## src/rtl/fetch_unit.sv

```systemverilog
// Instruction-fetch stage: PC register, instruction-memory address and the IF/ID
// pipeline register, with stall hold, bubble injection, redirect squash and a bubble counter.
//
// state  | meaning
// RUN    | normal fetch loaded IF/ID on the last edge
// HOLD   | stall held the PC (IF/ID held or bubbled)
// SQUASH | redirect loaded the target PC and a bubble
module fetch_unit #(
   parameter logic [31:0] RESET_PC = 32'h0000_0000,
   parameter logic [31:0] NOP      = 32'h0000_0000
) (
   input  logic        clk,
   input  logic        rst_n,
   input  logic        stall,
   input  logic        delay,
   input  logic        redirect_valid,
   input  logic [31:0] redirect_pc,
   output logic [31:0] imem_addr,
   input  logic [31:0] imem_rdata,
   output logic [31:0] ifid_instr,
   output logic [31:0] ifid_pc4,
   output logic        ifid_valid,
   output logic [1:0]  fetch_state,
   output logic [15:0] bubble_count
);

   typedef enum logic [1:0] {
      ST_RUN    = 2'd0,
      ST_HOLD   = 2'd1,
      ST_SQUASH = 2'd2
   } state_t;

   state_t      state_q, state_d;
   logic [31:0] pc_q, pc_d;
   logic [31:0] instr_q, instr_d;
   logic [31:0] pc4_q, pc4_d;
   logic        valid_q, valid_d;
   logic [15:0] bcnt_q, bcnt_d;
   logic [31:0] pc_plus4;
   logic        bubble_load;
   logic        unused_redirect_lsbs;

   // Targets are word aligned; the low address bits are dropped on purpose.
   assign unused_redirect_lsbs = ^redirect_pc[1:0];
   assign pc_plus4 = pc_q + 32'd4;

   always_comb begin
      state_d     = state_q;
      pc_d        = pc_q;
      instr_d     = instr_q;
      pc4_d       = pc4_q;
      valid_d     = valid_q;
      bcnt_d      = bcnt_q;
      bubble_load = 1'b0;

      if (redirect_valid) begin
         pc_d        = {redirect_pc[31:2], 2'b00};
         bubble_load = 1'b1;
         state_d     = ST_SQUASH;
      end else if (stall) begin
         bubble_load = delay;
         state_d     = ST_HOLD;
      end else begin
         instr_d = imem_rdata;
         pc4_d   = pc_plus4;
         valid_d = 1'b1;
         pc_d    = pc_plus4;
         state_d = ST_RUN;
      end

      if (bubble_load) begin
         instr_d = NOP;
         pc4_d   = 32'd0;
         valid_d = 1'b0;
         if (bcnt_q != 16'hFFFF) begin
            bcnt_d = bcnt_q + 16'd1;
         end
      end
   end

   always_ff @(posedge clk) begin
      if (!rst_n) begin
         state_q <= ST_RUN;
         pc_q    <= RESET_PC;
         instr_q <= NOP;
         pc4_q   <= 32'd0;
         valid_q <= 1'b0;
         bcnt_q  <= 16'd0;
      end else begin
         state_q <= state_d;
         pc_q    <= pc_d;
         instr_q <= instr_d;
         pc4_q   <= pc4_d;
         valid_q <= valid_d;
         bcnt_q  <= bcnt_d;
      end
   end

   assign imem_addr    = pc_q;
   assign ifid_instr   = instr_q;
   assign ifid_pc4     = pc4_q;
   assign ifid_valid   = valid_q;
   assign fetch_state  = state_q;
   assign bubble_count = bcnt_q;

endmodule

```

## config.mk

```make
export PLATFORM = sky130hd
export DESIGN_NAME = fetch_unit
export DESIGN_NICKNAME = d
export VERILOG_FILES = /design/src/rtl/fetch_unit.sv
export SDC_FILE = /design/constraint.sdc
export NUM_CORES = 1
export LEC_CHECK = 0
export CAP_MARGIN = 20
export CORE_MARGIN = 2
export CORE_UTILIZATION = 48
export CTS_CLUSTER_SIZE = 14
export DETAILED_ROUTE_END_ITERATION = 7
export PLACE_DENSITY = 0.9
export SLEW_MARGIN = 20
export SYNTH_ARGS = -nofsm -noshare
export SYNTH_HDL_FRONTEND = slang
export SYNTH_SLANG_ARGS = --single-unit
```

## constraint.sdc

```tcl
create_clock -name clk -period 3.1 [get_ports clk]
set_clock_uncertainty 0.15 [all_clocks]
set_input_delay 0.31 -clock clk [delete_from_list [all_inputs] [get_ports clk]]
set_output_delay 0.31 -clock clk [all_outputs]
set_load 0.05 [all_outputs]
```

### Word level (Yosys, flattened, before mapping)

Index checks and enable logic that the tools add are counted.

* flip-flop bits (word level): 115
* bits in latches: 0
* memory bits (writable): 0
* memory bits (read-only): 0
* output and inout bits: 115
* word-level logic and storage cells: 25
* memories: 0

* add/sub/neg operators: 2
* multipliers: 0
* divide/modulo/power cells: 0
* order comparisons: 0
* eq/ne operators: 2
* shifts and indexed selects: 0
* mux-type cells: 6
* bitwise operators: 3
* reductions and logical operators: 4

Operators with widths (count)
* 32-bit 2-to-1 mux: 2
* 32-bit by 3-bit adder with 32-bit output (second input constant): 1
* 16-bit by 1-bit adder with 16-bit output (second input constant): 1
* 16-bit != test (second input constant): 1
* 2-bit AND reduction: 2
* 2-bit OR reduction: 2
* 1-bit 2-to-1 mux: 3
* 1-bit inverter: 3
* 2-bit 2-to-1 mux: 1
* 2-bit by 1-bit != test with 1-bit output (second input constant): 1

### Depth between registers and ports, before layout

* depth in word-level cells: 3
* gate-level depth with buffers: 8
* gate-level depth less buffers: 6

### Worst setup path after synthesis

No wires, ideal clock.

* path kind: reg2reg
* start: register pc_q[4] (netlist: imem_addr[4])
* end: register pc_q[17] (netlist: imem_addr[17])
* setup time: 0.122 ns
* arrival time: 2.164 ns
* path slack: 0.664 ns
* stages on the path, launching flop included: 8
* clock period less this slack: 2.436 ns
* path through: dfxtp_1 > buf_2 > nand4_1 > or2_2 > buf_2 > nor3_1 > a21oi_1 > o311a_1

* cells in the longest elaborated chain, start to end: 3

Ends and longest elaborated chain
* from (decl): line 34 `logic [31:0] pc_q, pc_d;`
* from (signal assigned): line 91 `pc_q <= pc_d;`
* 32-bit by 3-bit adder with 32-bit output: line 45 `assign pc_plus4 = pc_q + 32'd4;`
* 32-bit 2-to-1 mux: line 60 `end else if (stall) begin`
* 32-bit 2-to-1 mux: line 56 `if (redirect_valid) begin`

No other way between the ends. The select of a mux whose other input is x is not followed.
A chain may end at the register's enable or synchronous reset.

### Final worst setup path

Same ends and word-level chain as after synthesis.

==> flow_summary.toml <==
[clock_tree]
cts_buffers = 9
numClockSinks = 111
clock_tree.buffer_depth = 2
htreeDepth = 3
post_cts_resized = 0
cts_tree = "done"
clk_latency_ns = 0.37
cts_setup_buffers = 0
cts_hold_buf = 0
clk_pin_slew_worst_paths_ns = 0.11
clockRootBuffer = "clkbuf_8"

[hold_path]
hold_depth = 2
holdCritStartpoint = "ifid_instr[15]"
worstHoldPathType = "reg -> reg"
min_to = "ifid_instr[15]"

[setup_path]
r2r-end = "imem_addr[17]"
startpoint_type = "flop"
worstPathRequired_ns = 3.21
path_max_fanout = 10
critPathArrivalTime_ns = 2.46
cp-end-kind = "flop"
critPathKind = "reg -> reg"
crit_chain = "nand4_1 > or2_2 > nor3_1 > a21oi_1 > o311a_1"
rr_startpoint = "imem_addr[4]"
crit_slowest_cell = "dfxtp_1"
reg2reg_slack_ns = 0.75
worst_path_largest_cell_delay_ns = 0.50
rr_worst_depth = 5

[timing]
fmax_mhz = 424.7
rsz0062_at_grt = "no"
holdWs_ns = 0.3094
finalSetupViolCount = 0
hold_viol_final = 0
fin_crit_sh = 0.7596
max_slew_margin = 0.6248
worst_pin_slew_ns = 0.5610
tns_ns = 0
slew_violations = 0
fin_crit_ns = 2.355

[global_route]
use_met1 = 0.3287
grt_antenna_before_repair = 0
grt_pass1_wl_mm = 23.07
grt.total_usage = 0.2521
grt.busiest_layer = "met2"
grt_util_met2 = 0.4163
overflow = 0
grt_pass1_vias = 4618
grt_max_degree = 91
use_met3 = 0.05836

[route]
num_vias = 4889
drc = 0
routed_wire_length_per_instance_um = 15.86
dr.pass1.iters = 5
first_iter_violations = 417
ant_nets = 0
routed_wirelength_mm = 14.41
via_per_inst = 5.378

[synthesis]
synthFlopType = "dfxtp_1"
synth_enable_flop_cells = 0
yosysSeqAreaShare = 0.4390
synthArstFlopShare = 0
ys_ff_latch = 111
synth_top_area_cell = "dfxtp_1"
synthCells = 621
netlist.area_leader.share = 0.4390
yosysWarningCount = 0
ys_types = 41
synth_area_sq_um = 5062
ys_top_cells_by_area = "dfxtp_1 (44%), a21oi_1 (7.4%), xnor2_1 (7.1%)"
avgSynthCellArea_sq_um = 8.152

[final_layout]
nNetsFinal = 840
fin_util = 0.6858
area_growth_pct = 39.22
antenna_cells = 0
drive_gt1_frac = 0.03881

[power_and_ir_drop]
total_power_mw = 2.912
power.density_nw_per_um2 = 413.2
peakVddDrop_mv = 0.2760
leakagePower_nw = 2.387

[die]
rows = 37
die_area_sq_um = 11380
core-area_sq_um = 10280
die_y_um = 106.7
die_w_um = 106.7
ioPinCount = 184
start_util = 0.4926

[placement]
place.gp.congestion = 0.9022
hpwlAfterDp_mm = 10.61
numPortBuffers = 177

[status]
status = "finished clean"

[job]
max_cap_viol_count = 0
==> flip-flops by register name, summed over array words and instances (netlist names) <==
| signal | cells |
|---|---|
| ifid_instr | 32 |
| imem_addr | 30 |
| ifid_pc4 | 30 |
| fetch_state | 2 |
| ifid_valid | 1 |
| bubble_count | 16 |
==> metrics by stage <==
stage / std cells / worst slack [ns] / area, sq um
after floorplan: 624 / 0.6639 / 5074
after global placement: 894 / 0.5903 / 6873
after detailed placement: 894 / 0.5288 / 6873
after CTS: 909 / 0.7909 / 7048
after global routing: 909 / 0.5849 / 7048
final: 909 / 0.7453 / 7048
==> area by class of cell <==
cell class | count | area, sq um
Clock buffer | 9 | 123.9
Clock inverter | 6 | 51.30
Fill cell | 821 | 3229
Inverter | 7 | 26.28
Multi-Input combinational cell | 454 | 2603
Sequential cell | 111 | 2222
Tap cell | 136 | 170.2
Timing Repair Buffer | 186 | 1852
==> how the worst max path moves through the flow <==
stage                     endpoint  slack (ns)            from  cells after the start
floorplan            imem_addr[17]        0.66    imem_addr[4]                      7
global route         imem_addr[17]        0.58    imem_addr[4]                      5
detailed placement  ifid_instr[25]        0.53  redirect_valid                      6
global placement        ifid_valid        0.59  redirect_valid                      6
CTS                  imem_addr[17]        0.79    imem_addr[4]                      5
finish               imem_addr[17]        0.75    imem_addr[4]                      5
==> cell usage in the layout, fill, tap and decap left out, types with 3 or more instances in the layout <==
master	count
a211oi_1	7
a21boi_0	3
a21oi_1	75
and2_1	21
and3_1	6
and4_1	4
buf_4	8
clkbuf_8	9
clkdlybuf4s50_1	177
conb_1	4
dfxtp_1	111
inv_1	7
inv_6	4
nand2_1	91
nand3_1	18
nand4_1	21
nor2_1	32
nor3_1	11
nor4_1	9
o21ai_0	51
or3_1	9
xnor2_1	41
xor2_1	26
==> logic make-up (layout without fill, tap and decap cells) <==
family | Yosys count | count (layout) | share of synthesized area
and+or+nand+nor | 235 | 235 | 0.2321
AOI/OAI and AO/OA | 144 | 144 | 0.1527
DFF | 111 | 111 | 0.4390
xor gates and xnor gates | 67 | 67 | 0.1159
buffers and inverters | 59 | 208 | 0.05067
adders and majority gates | 2 | 2 | 0.004942
muxes | 2 | 2 | 0.003955
other | 1 | 4 | 0.0007408
==> worst max-delay path, delay by kind of cell (launching register included) <==
kind,cells,cell delay (ns)
simple gates,3,1.16
flops,1,0.50
compound gates,2,0.44
==> power breakdown <==
part	total [mW]	leakage, nW	switching [mW]	internal [mW]
clock network	0.812	0.0871	0.510	0.302
logic	0.555	1.39	0.331	0.224
registers	1.55	0.905	0.0718	1.47
total	2.91	2.39	0.912	2.00
==> routing by layer <==
layer	up-vias	routed length [um]
li1	2409	-
met5	-	0
met4	0	263
met3	25	1136
met2	205	6762
met1	2250	6252
==> synth_stat cells (6+ instances only) <==
cell	n
nand3_1	18
nor3_1	11
nand4_1	21
nand2_1	91
buf_2	9
clkbuf_1	37
o21ai_0	51
a21oi_1	75
xnor2_1	41
and3_1	6
a211oi_1	7
nor2_1	33
and2_1	21
xor2_1	26
nor4_1	9
inv_1	7
or3_1	9
dfxtp_1	111
Note: power is estimated with default switching activity, not from simulation.
